**src/rtl/ddr_pkg.sv**
```systemverilog
// Shared definitions for the DRAM command/response device model:
// command encodings, error codes, address field positions, bank states.
package ddr_pkg;

    // C_S command encodings
    localparam logic [3:0] CMD_NOP = 4'd0;
    localparam logic [3:0] CMD_ACT = 4'd1;
    localparam logic [3:0] CMD_RD  = 4'd2;
    localparam logic [3:0] CMD_WR  = 4'd3;
    localparam logic [3:0] CMD_PRE = 4'd4;

    // err_code values reported for a rejected command
    localparam logic [2:0] ERR_NONE     = 3'd0;
    localparam logic [2:0] ERR_ILLEGAL  = 3'd1;
    localparam logic [2:0] ERR_ACT_OPEN = 3'd2;
    localparam logic [2:0] ERR_CLOSED   = 3'd3;
    localparam logic [2:0] ERR_TRCD     = 3'd4;
    localparam logic [2:0] ERR_TRP      = 3'd5;
    localparam logic [2:0] ERR_TCCD     = 3'd6;

    // Address field positions: bank above the row, column at the bottom
    localparam int ADR_BANK_LSB = 28;
    localparam int ADR_ROW_LSB  = 12;
    localparam int ADR_ROW_W    = 16;

    // OPENING/PRECHARGING are the open/closed states with the bank timer running
    typedef enum logic [1:0] {
        BANK_CLOSED      = 2'd0,
        BANK_OPENING     = 2'd1,
        BANK_OPEN        = 2'd2,
        BANK_PRECHARGING = 2'd3
    } bank_state_e;

    function automatic int max3(input int a, input int b, input int c);
        int m;
        m = (a > b) ? a : b;
        return (m > c) ? m : c;
    endfunction

endpackage

```
**src/rtl/dram_bank_fsm.sv**
```systemverilog
// One DRAM bank: open/closed state, latched row and the shared tRCD/tRP timer.
// The timer means tRCD while opening and tRP while precharging.
// Handshake: i_act/i_pre are single-cycle strobes that the decoder raises only
// when o_ready_act / o_open say the command is legal; the FSM trusts them.
module dram_bank_fsm
    import ddr_pkg::*;
#(
    parameter int TW    = 4,
    parameter int T_ACT = 8,
    parameter int T_PRE = 8
) (
    input  logic                 clk,
    input  logic                 rst,
    input  logic                 i_act,
    input  logic                 i_pre,
    input  logic [ADR_ROW_W-1:0] i_row,
    output logic                 o_open,
    output logic                 o_ready_act,
    output logic                 o_ready_col,
    output bank_state_e          o_state,
    output logic [ADR_ROW_W-1:0] o_row
);

    localparam logic [TW-1:0] ACT_LOAD = TW'(T_ACT - 1);
    localparam logic [TW-1:0] PRE_LOAD = TW'(T_PRE - 1);
    localparam logic [TW-1:0] ONE      = TW'(1);

    bank_state_e          r_state;
    bank_state_e          w_state_nxt;
    logic [TW-1:0]        r_timer;
    logic [TW-1:0]        w_timer_nxt;
    logic [ADR_ROW_W-1:0] r_row;
    logic [ADR_ROW_W-1:0] w_row_nxt;

    // State, timer and row registers
    always_ff @(posedge clk) begin
        if (!rst) begin
            r_state <= BANK_CLOSED;
            r_timer <= '0;
            r_row   <= '0;
        end else begin
            r_state <= w_state_nxt;
            r_timer <= w_timer_nxt;
            r_row   <= w_row_nxt;
        end
    end

    // Next state: the timer counts down and saturates; a timed state is left
    // on the edge where the timer reaches zero so the bank is usable next edge
    always_comb begin
        w_state_nxt = r_state;
        w_timer_nxt = (r_timer != '0) ? r_timer - ONE : '0;
        w_row_nxt   = r_row;
        case (r_state)
            BANK_CLOSED: begin
                if (i_act) begin
                    w_row_nxt   = i_row;
                    w_timer_nxt = ACT_LOAD;
                    w_state_nxt = (ACT_LOAD == '0) ? BANK_OPEN : BANK_OPENING;
                end
            end
            BANK_OPENING, BANK_OPEN: begin
                if (i_pre) begin
                    w_timer_nxt = PRE_LOAD;
                    w_state_nxt = (PRE_LOAD == '0) ? BANK_CLOSED : BANK_PRECHARGING;
                end else if (r_state == BANK_OPENING && r_timer <= ONE) begin
                    w_state_nxt = BANK_OPEN;
                end
            end
            BANK_PRECHARGING: begin
                if (r_timer <= ONE) begin
                    w_state_nxt = BANK_CLOSED;
                end
            end
            default: w_state_nxt = BANK_CLOSED;
        endcase
    end

    assign o_open      = (r_state == BANK_OPENING) || (r_state == BANK_OPEN);
    assign o_ready_act = (r_state == BANK_CLOSED);
    assign o_ready_col = (r_state == BANK_OPEN);
    assign o_state     = r_state;
    assign o_row       = r_row;

endmodule

```
**src/rtl/dram_cmd_resp.sv**
```systemverilog
// DRAM device-side responder: decodes C_S/adrs every cycle, enforces
// tRCD/tRP/tCCD, returns read bursts after CL and captures write bursts
// after CWL into a small array. Rejected commands pulse err for one cycle.
module dram_cmd_resp
    import ddr_pkg::*;
#(
    parameter int NB    = 4,
    parameter int CL    = 4,
    parameter int CWL   = 3,
    parameter int BL    = 4,
    parameter int t_act = 8,
    parameter int t_pre = 8,
    parameter int DW    = 8,
    parameter int CW    = 4
) (
    input  logic          clk,
    input  logic          rst,
    input  logic [3:0]    C_S,
    input  logic [31:0]   adrs,
    input  logic [DW-1:0] wr_dq,
    output logic [DW-1:0] rd_dq,
    output logic          rd_valid,
    output logic [NB-1:0] bank_open,
    output logic          err,
    output logic [2:0]    err_code
);

    localparam int BW = (NB > 1) ? $clog2(NB) : 1;
    localparam int TW = $clog2(max3(t_act, t_pre, BL) + 1);
    localparam int AW = BW + CW;
    localparam logic [TW-1:0] CCD_LOAD  = TW'(BL - 1);
    localparam logic [TW-1:0] BEAT_LAST = TW'(BL - 1);

    // One committed column access travelling down a latency pipe
    typedef struct packed {
        logic          valid;
        logic [BW-1:0] bank;
        logic [CW-1:0] col;
    } col_req_t;

    logic [BW-1:0]                    w_bank;
    logic [CW-1:0]                    w_col;
    logic [ADR_ROW_W-1:0]             w_row;
    logic [NB-1:0]                    w_open, w_ready_act, w_ready_col;
    logic [NB-1:0]                    w_act_vec, w_pre_vec;
    bank_state_e [NB-1:0]             w_state;
    logic [NB-1:0][ADR_ROW_W-1:0]     w_rows;
    logic                             w_acc_act, w_acc_pre, w_acc_rd, w_acc_wr, w_rej;
    logic [2:0]                       w_rej_code;
    logic                             w_unused_bits;

    logic                             r_err;
    logic [2:0]                       r_err_code;
    logic [TW-1:0]                    r_ccd;
    col_req_t                         r_rd_pipe [CL];
    col_req_t                         r_wr_pipe [CWL];
    logic                             r_rd_valid;
    logic [DW-1:0]                    r_rd_dq;
    logic [TW-1:0]                    r_rd_cnt, r_wr_cnt;
    logic [BW-1:0]                    r_rd_bank, r_wr_bank;
    logic [CW-1:0]                    r_rd_col, r_wr_col;
    logic [DW-1:0]                    r_mem [NB*(2**CW)];

    logic                             w_rd_start, w_wr_start, w_wr_beat;
    logic [AW-1:0]                    w_rd_addr, w_wr_addr;

    assign w_bank = adrs[ADR_BANK_LSB +: BW];
    assign w_col  = adrs[CW-1:0];
    assign w_row  = adrs[ADR_ROW_LSB +: ADR_ROW_W];
    assign w_unused_bits = ^{adrs[31:ADR_BANK_LSB+BW], adrs[ADR_ROW_LSB-1:CW], w_state, w_rows};

    // Command decode with error priority; PRE on a closed bank is a silent no-op
    always_comb begin
        w_acc_act  = 1'b0;
        w_acc_pre  = 1'b0;
        w_acc_rd   = 1'b0;
        w_acc_wr   = 1'b0;
        w_rej      = 1'b0;
        w_rej_code = ERR_NONE;
        case (C_S)
            CMD_NOP: begin
            end
            CMD_ACT: begin
                if (w_open[w_bank]) begin
                    w_rej = 1'b1; w_rej_code = ERR_ACT_OPEN;
                end else if (!w_ready_act[w_bank]) begin
                    w_rej = 1'b1; w_rej_code = ERR_TRP;
                end else begin
                    w_acc_act = 1'b1;
                end
            end
            CMD_RD, CMD_WR: begin
                if (!w_open[w_bank]) begin
                    w_rej = 1'b1; w_rej_code = ERR_CLOSED;
                end else if (!w_ready_col[w_bank]) begin
                    w_rej = 1'b1; w_rej_code = ERR_TRCD;
                end else if (r_ccd != '0) begin
                    w_rej = 1'b1; w_rej_code = ERR_TCCD;
                end else if (C_S == CMD_RD) begin
                    w_acc_rd = 1'b1;
                end else begin
                    w_acc_wr = 1'b1;
                end
            end
            CMD_PRE: w_acc_pre = w_open[w_bank];
            default: begin
                w_rej = 1'b1; w_rej_code = ERR_ILLEGAL;
            end
        endcase
    end

    assign w_act_vec = w_acc_act ? (NB'(1) << w_bank) : '0;
    assign w_pre_vec = w_acc_pre ? (NB'(1) << w_bank) : '0;

    for (genvar g = 0; g < NB; g++) begin : g_bank
        dram_bank_fsm #(.TW(TW), .T_ACT(t_act), .T_PRE(t_pre)) u_bank (
            .clk         (clk),
            .rst         (rst),
            .i_act       (w_act_vec[g]),
            .i_pre       (w_pre_vec[g]),
            .i_row       (w_row),
            .o_open      (w_open[g]),
            .o_ready_act (w_ready_act[g]),
            .o_ready_col (w_ready_col[g]),
            .o_state     (w_state[g]),
            .o_row       (w_rows[g])
        );
    end

    // Error pulse, sticky error code and the global column-command spacing timer
    always_ff @(posedge clk) begin
        if (!rst) begin
            r_err      <= 1'b0;
            r_err_code <= ERR_NONE;
            r_ccd      <= '0;
        end else begin
            r_err <= w_rej;
            if (w_rej) r_err_code <= w_rej_code;
            if (w_acc_rd || w_acc_wr) r_ccd <= CCD_LOAD;
            else if (r_ccd != '0)     r_ccd <= r_ccd - TW'(1);
        end
    end

    // Latency pipes: stage 0 holds the access accepted on this edge
    always_ff @(posedge clk) begin
        if (!rst) begin
            for (int i = 0; i < CL; i++)  r_rd_pipe[i] <= '0;
            for (int i = 0; i < CWL; i++) r_wr_pipe[i] <= '0;
        end else begin
            r_rd_pipe[0] <= {w_acc_rd, w_bank, w_col};
            for (int i = 1; i < CL; i++)  r_rd_pipe[i] <= r_rd_pipe[i-1];
            r_wr_pipe[0] <= {w_acc_wr, w_bank, w_col};
            for (int i = 1; i < CWL; i++) r_wr_pipe[i] <= r_wr_pipe[i-1];
        end
    end

    assign w_rd_start = r_rd_pipe[CL-1].valid;
    assign w_rd_addr  = w_rd_start ? {r_rd_pipe[CL-1].bank, r_rd_pipe[CL-1].col}
                                   : {r_rd_bank, r_rd_col};
    assign w_wr_start = r_wr_pipe[CWL-1].valid;
    assign w_wr_beat  = w_wr_start || (r_wr_cnt != '0);
    assign w_wr_addr  = w_wr_start ? {r_wr_pipe[CWL-1].bank, r_wr_pipe[CWL-1].col}
                                   : {r_wr_bank, r_wr_col};

    // Read burst engine: one beat per cycle, column wraps inside the bank
    always_ff @(posedge clk) begin
        if (!rst) begin
            r_rd_valid <= 1'b0;
            r_rd_dq    <= '0;
            r_rd_cnt   <= '0;
            r_rd_bank  <= '0;
            r_rd_col   <= '0;
        end else if (w_rd_start) begin
            r_rd_valid <= 1'b1;
            r_rd_dq    <= r_mem[w_rd_addr];
            r_rd_cnt   <= BEAT_LAST;
            r_rd_bank  <= r_rd_pipe[CL-1].bank;
            r_rd_col   <= r_rd_pipe[CL-1].col + CW'(1);
        end else if (r_rd_cnt != '0) begin
            r_rd_valid <= 1'b1;
            r_rd_dq    <= r_mem[w_rd_addr];
            r_rd_cnt   <= r_rd_cnt - TW'(1);
            r_rd_col   <= r_rd_col + CW'(1);
        end else begin
            r_rd_valid <= 1'b0;
            r_rd_dq    <= '0;
        end
    end

    // Write burst engine: tracks which word the current wr_dq beat lands in
    always_ff @(posedge clk) begin
        if (!rst) begin
            r_wr_cnt  <= '0;
            r_wr_bank <= '0;
            r_wr_col  <= '0;
        end else if (w_wr_start) begin
            r_wr_cnt  <= BEAT_LAST;
            r_wr_bank <= r_wr_pipe[CWL-1].bank;
            r_wr_col  <= r_wr_pipe[CWL-1].col + CW'(1);
        end else if (r_wr_cnt != '0) begin
            r_wr_cnt  <= r_wr_cnt - TW'(1);
            r_wr_col  <= r_wr_col + CW'(1);
        end
    end

    // Storage array survives reset; a reset edge cancels the beat in flight
    always_ff @(posedge clk) begin
        if (rst && w_wr_beat) r_mem[w_wr_addr] <= wr_dq;
    end

    assign rd_dq     = r_rd_dq;
    assign rd_valid  = r_rd_valid;
    assign bank_open = w_open;
    assign err       = r_err;
    assign err_code  = r_err_code;

endmodule

```
**config.mk**
```make
export PLATFORM = sky130hd
export DESIGN_NAME = dram_cmd_resp
export DESIGN_NICKNAME = d
export VERILOG_FILES = /design/src/rtl/ddr_pkg.sv /design/src/rtl/dram_bank_fsm.sv /design/src/rtl/dram_cmd_resp.sv
export SDC_FILE = /design/constraint.sdc
export NUM_CORES = 1
export LEC_CHECK = 0
export CAP_MARGIN = 5
export CORE_ASPECT_RATIO = 1.75
export CORE_UTILIZATION = 30
export DETAILED_ROUTE_END_ITERATION = 12
export GPL_ROUTABILITY_DRIVEN = 1
export GPL_TIMING_DRIVEN = 0
export PLACE_DENSITY = 0.46
export SLEW_MARGIN = 0
export SYNTH_ARGS = -nofsm -noshare
export SYNTH_HDL_FRONTEND = slang
export SYNTH_SLANG_ARGS = --single-unit
```
**constraint.sdc**
```tcl
create_clock -name clk -period 5.9 [get_ports clk]
set_input_delay 0.885 -clock clk [delete_from_list [all_inputs] [get_ports clk]]
set_output_delay 0.885 -clock clk [all_outputs]
set_load 0.01 [all_outputs]
```
==> run_results.csv, run 1 <==
group,metric,value,unit
run_status,status,"complete, no violations",
sta,grt_setup_unrepaired,"no",
route,wl,82.4,mm
sta,clock_skew,0.0150,ns
layout,final_nets,2105,
critical_path,arrival,4.87,ns
cts,clock-sinks,604,
cts,root_buffer,"clkbuf_16",
critical_path,cp_data_required_time,6.35,ns
cts,cts_tree,"done",
global_route,grt_max_degree,65,
critical_path,crit_path_start,"r_rd_pipe[3][6]$_SDFF_PN0_",
global_route,grt_use_total,19.6,%
synthesis,synth_cell_types,61,
synthesis,dominantRegCellSynth,"edfxtp_1",
global_route,grt_pass1_vias,16300,
sta,period_needed,4.42,ns
synthesis,syn_nets,2010,
synthesis,ys_seq_elements,604,
layout,fill_cells,8047,
cts,postCtsSetupBuffers,0,
hold_path,hold_path.startpoint,"r_rd_pipe[0][6]$_SDFF_PN0_",
layout,area_growth,14.0,%
layout,drive_above_1_share,7.08,%
synthesis,synth_warnings,0,
run,drv_cap,0,
die,start_util,30.3,%
synthesis,synth_seq_area_share,69.0,%
power,ir_worst_vdd,0.000264,V
layout,regArea,0.0172,mm²
critical_path,path_class,"reg2reg",
placement,place_area,0.0267,mm²
global_route,globalRouteOverflowTotal,0,
sta,final-setup-viol-count,0,
critical_path,reg2reg_setup_slack,1.48,ns
sta,relSlewSlack,28.8,%
layout,final_common_cell,"edfxtp_1",
route,drc,0,
critical_path,crit_top_cell,"clkbuf_1",
die,dieHeight,383,µm
sta,worstMarginPinSlew,1.04,ns
critical_path,cp.depth,8,
route,drt-wirelength-per-cell,26.3,µm
synthesis,synth_edf_count,512,
synthesis,avgSynthCellArea,12.9,µm²
synthesis,synth_top_area_share,61.6,%
route,drt_first_pass_iters,6,
synthesis,ys_top_cells_by_area,"edfxtp_1 (62%), dfxtp_1 (7.4%), mux2i_1 (4.9%), nor2_1 (3.7%), nand2_1 (3.0%)",
critical_path,crit_buf_inv,3,
critical_path,startpoint_type,"register",
cts,cts_hold_buf,0,
synthesis,syn_area,0.0249,mm²
sta,max_freq,0.226,GHz
die,io_pins,63,
critical_path,crit_family,"buffers and inverters",
cts,cts_resized,0,
global_route,antenna_found_initial,1,
sta,tns,0,ns
global_route,grt_pass1_wl,117,mm
critical_path,cp_cell_sequence,"buf_6, mux2i_1, clkbuf_1, clkbuf_1, o221ai_1, a31oi_1, nor3_1, or4_1",
placement,portBuffers,32,
critical_path,slowest_delay,0.73,ns
critical_path,r2r_cells,8,
cts,clk_latency,0.61,ns
critical_path,crit_path_end,"rd_dq[5]$_SDFF_PN0_",
synthesis,synth_top_cell_by_area,"edfxtp_1",
sta,final-max-slew-violation-count,0,
placement,dp.final_hpwl,58.8,mm
hold_path,hold_path.class,"reg2reg",
critical_path,r2r-start,"r_rd_pipe[3][6]$_SDFF_PN0_",
die,die_w,220,µm
route,vias_per_cell,5.16,
route,postRouteAntennaNets,0,
route,via_count,16200,
die,die-area,0.0844,mm²
die,placementRows,139,
power,cellPowerDensity,411,mW/mm²
placement,gp_congestion,0.906,
critical_path,endpoint_kind,"register",
sta,fin_crit_sh,75.0,%
sta,hold_violations,0,
layout,layout_common_cells,"edfxtp_1 (512), nor2_1 (244), nand2_1 (201), mux2i_1 (122), o21ai_0 (115)",
cts,clkTransAtPathRegs,0.07,ns
synthesis,ys_async_sr_fraction,0,%
placement,placed_cells,3030,
power,p_leak,0.00912,µW
layout,multi_input_area,0.00714,mm²
cts,cts-htree-levels,2,
critical_path,timing.rr.end,"rd_dq[5]$_SDFF_PN0_",
critical_path,slowest_stage,"a31oi_1",
critical_path,critPathMaxFanout,10,
layout,fin_area,0.0284,mm²
synthesis,synth_cells,1936,
die,core,0.0823,mm²
route,drt_iter0_drc,1227,
layout,final_cells,3136,
cts,cts_max_path_buffers,3,
cts,numCtsBuffers,56,
worst register-to-register path: cells and delay by family, from the launching register on:
family	cells	cell delay, ns
flops	1	0.47
compound gates	2	1.06
mux	1	0.54
simple gates	2	0.72
buf+inv	3	1.47
cells in the mapped netlist (all sizes together) (3+ instances only):
master and instances:
or4 8, mux2 3, o2111ai 8, ha 28, a21oi 100, nand2 201, a211oi 3, edfxtp 512
nor3b 4, nand2b 9, o22ai 30, nor2b 8, nor2 244, a311oi 35, o311ai 4, a21boi 6
o221ai 26, mux2i 123, o211a 3, xor2 3, o21bai 8, nor4 3, o21a 20, or3b 4
and2 37, o31ai 3, mux4 3, clkbuf 67, buf 45, a31oi 28, nand3 14, nor3 46
nand3b 8, xnor2 11, o21ai 134, inv 22, a21o 4, dfxtp 92, o211ai 4, a22oi 3
o41ai 8
kinds of logic after synthesis:
kind of cell,synth area share (%)
compound gates,10.9
xor+xnor,0.492
fa+ha+maj,1.40
buf+inv,2.34
flops,69.0
mux,5.39
simple gates,10.5
power breakdown:
part           switching [µW]  total [µW]  internal, µW
registers                87.2        4860          4770
clock network            1640        3630          1990
logic                    2190        3190           993
total                    3920       11700          7750
final cells by class:
type / count / area share [%]
multi-input cells: 1198 / 25.1
inverters: 22 / 0.290
well taps: 1057 / 4.65
diodes: 2 / 0.0176
clock inverters: 35 / 1.04
flip-flops and latches: 604 / 60.6
repair buffers: 37 / 1.36
clock buffers: 69 / 5.18
plain buffers: 112 / 1.76
routing by layer:
metal  global-route usage (%)  share of wire (%)  vias to the layer above
li1                         -                  -                     7419
met1                     20.0                 35                     8053
met2                     36.5                 54                      523
met3                     2.12                3.9                      188
met4                     13.7                7.8                        0
met5                        0                  0                        -
state kept, by name (all words and copies together), names as in the netlist:
name / count
r_mem: 512
r_rd_pipe: 28
g_bank.u_bank.r_timer: 16
g_bank.u_bank.o_state: 8
rd_dq: 8
r_ccd: 4
r_rd_cnt: 4
r_rd_col: 4
r_wr_cnt: 4
r_wr_col: 4
err_code: 3
r_wr_pipe: 3
r_rd_bank: 2
r_wr_bank: 2
err: 1
rd_valid: 1
how the worst min path moves through the flow:
| stage | endpoint | slack [ns] | depth (start not counted) |
|---|---|---|---|
| CTS | r_rd_pipe[1][6]$_SDFF_PN0_ | 0.43 | 1 |
| global route | r_rd_pipe[2][0]$_SDFF_PN0_ | 0.44 | 1 |
| floorplan | r_rd_pipe[1][0]$_SDFF_PN0_ | 0.41 | 1 |
| global placement | r_rd_pipe[2][6]$_SDFF_PN0_ | 0.42 | 1 |
| detailed placement | r_rd_pipe[1][6]$_SDFF_PN0_ | 0.42 | 1 |
| finish | r_rd_pipe[1][6]$_SDFF_PN0_ | 0.43 | 1 |
through the flow:
step	setup WS [ns]	utilization, %	hold slack [ns]	total power, µW
after floorplan	3.00	-	0.412	6790
after global placement	1.52	32.3	0.415	8110
after detailed placement	1.53	32.4	0.417	8140
after CTS	1.51	34.6	0.431	11700
after global routing	1.52	34.6	0.441	12100
final	1.48	34.6	0.431	11700
Power figures use the tool's default switching activity.
==> run 2, diff against run 1 <==
- clock period: 5.9 -> 4.4 ns (I/O delays scaled with it)
==> results of run 2 <==
Same layout as run 1 (identical final DEF). Status: finished, violations left: setup timing.
Main changes from that run: setup slack after placement 1.53 ns -> 0.0335 ns; setup slack after layout 1.48 ns -> -0.0235 ns; setup TNS 0 ns -> -0.0235 ns; number of setup violations in the final report 0 -> 1; register-to-register setup slack 1.48 ns -> -0.02 ns; total power 11700 µW -> 15700 µW; worst IR drop on VDD 0.000264 V -> 0.000354 V
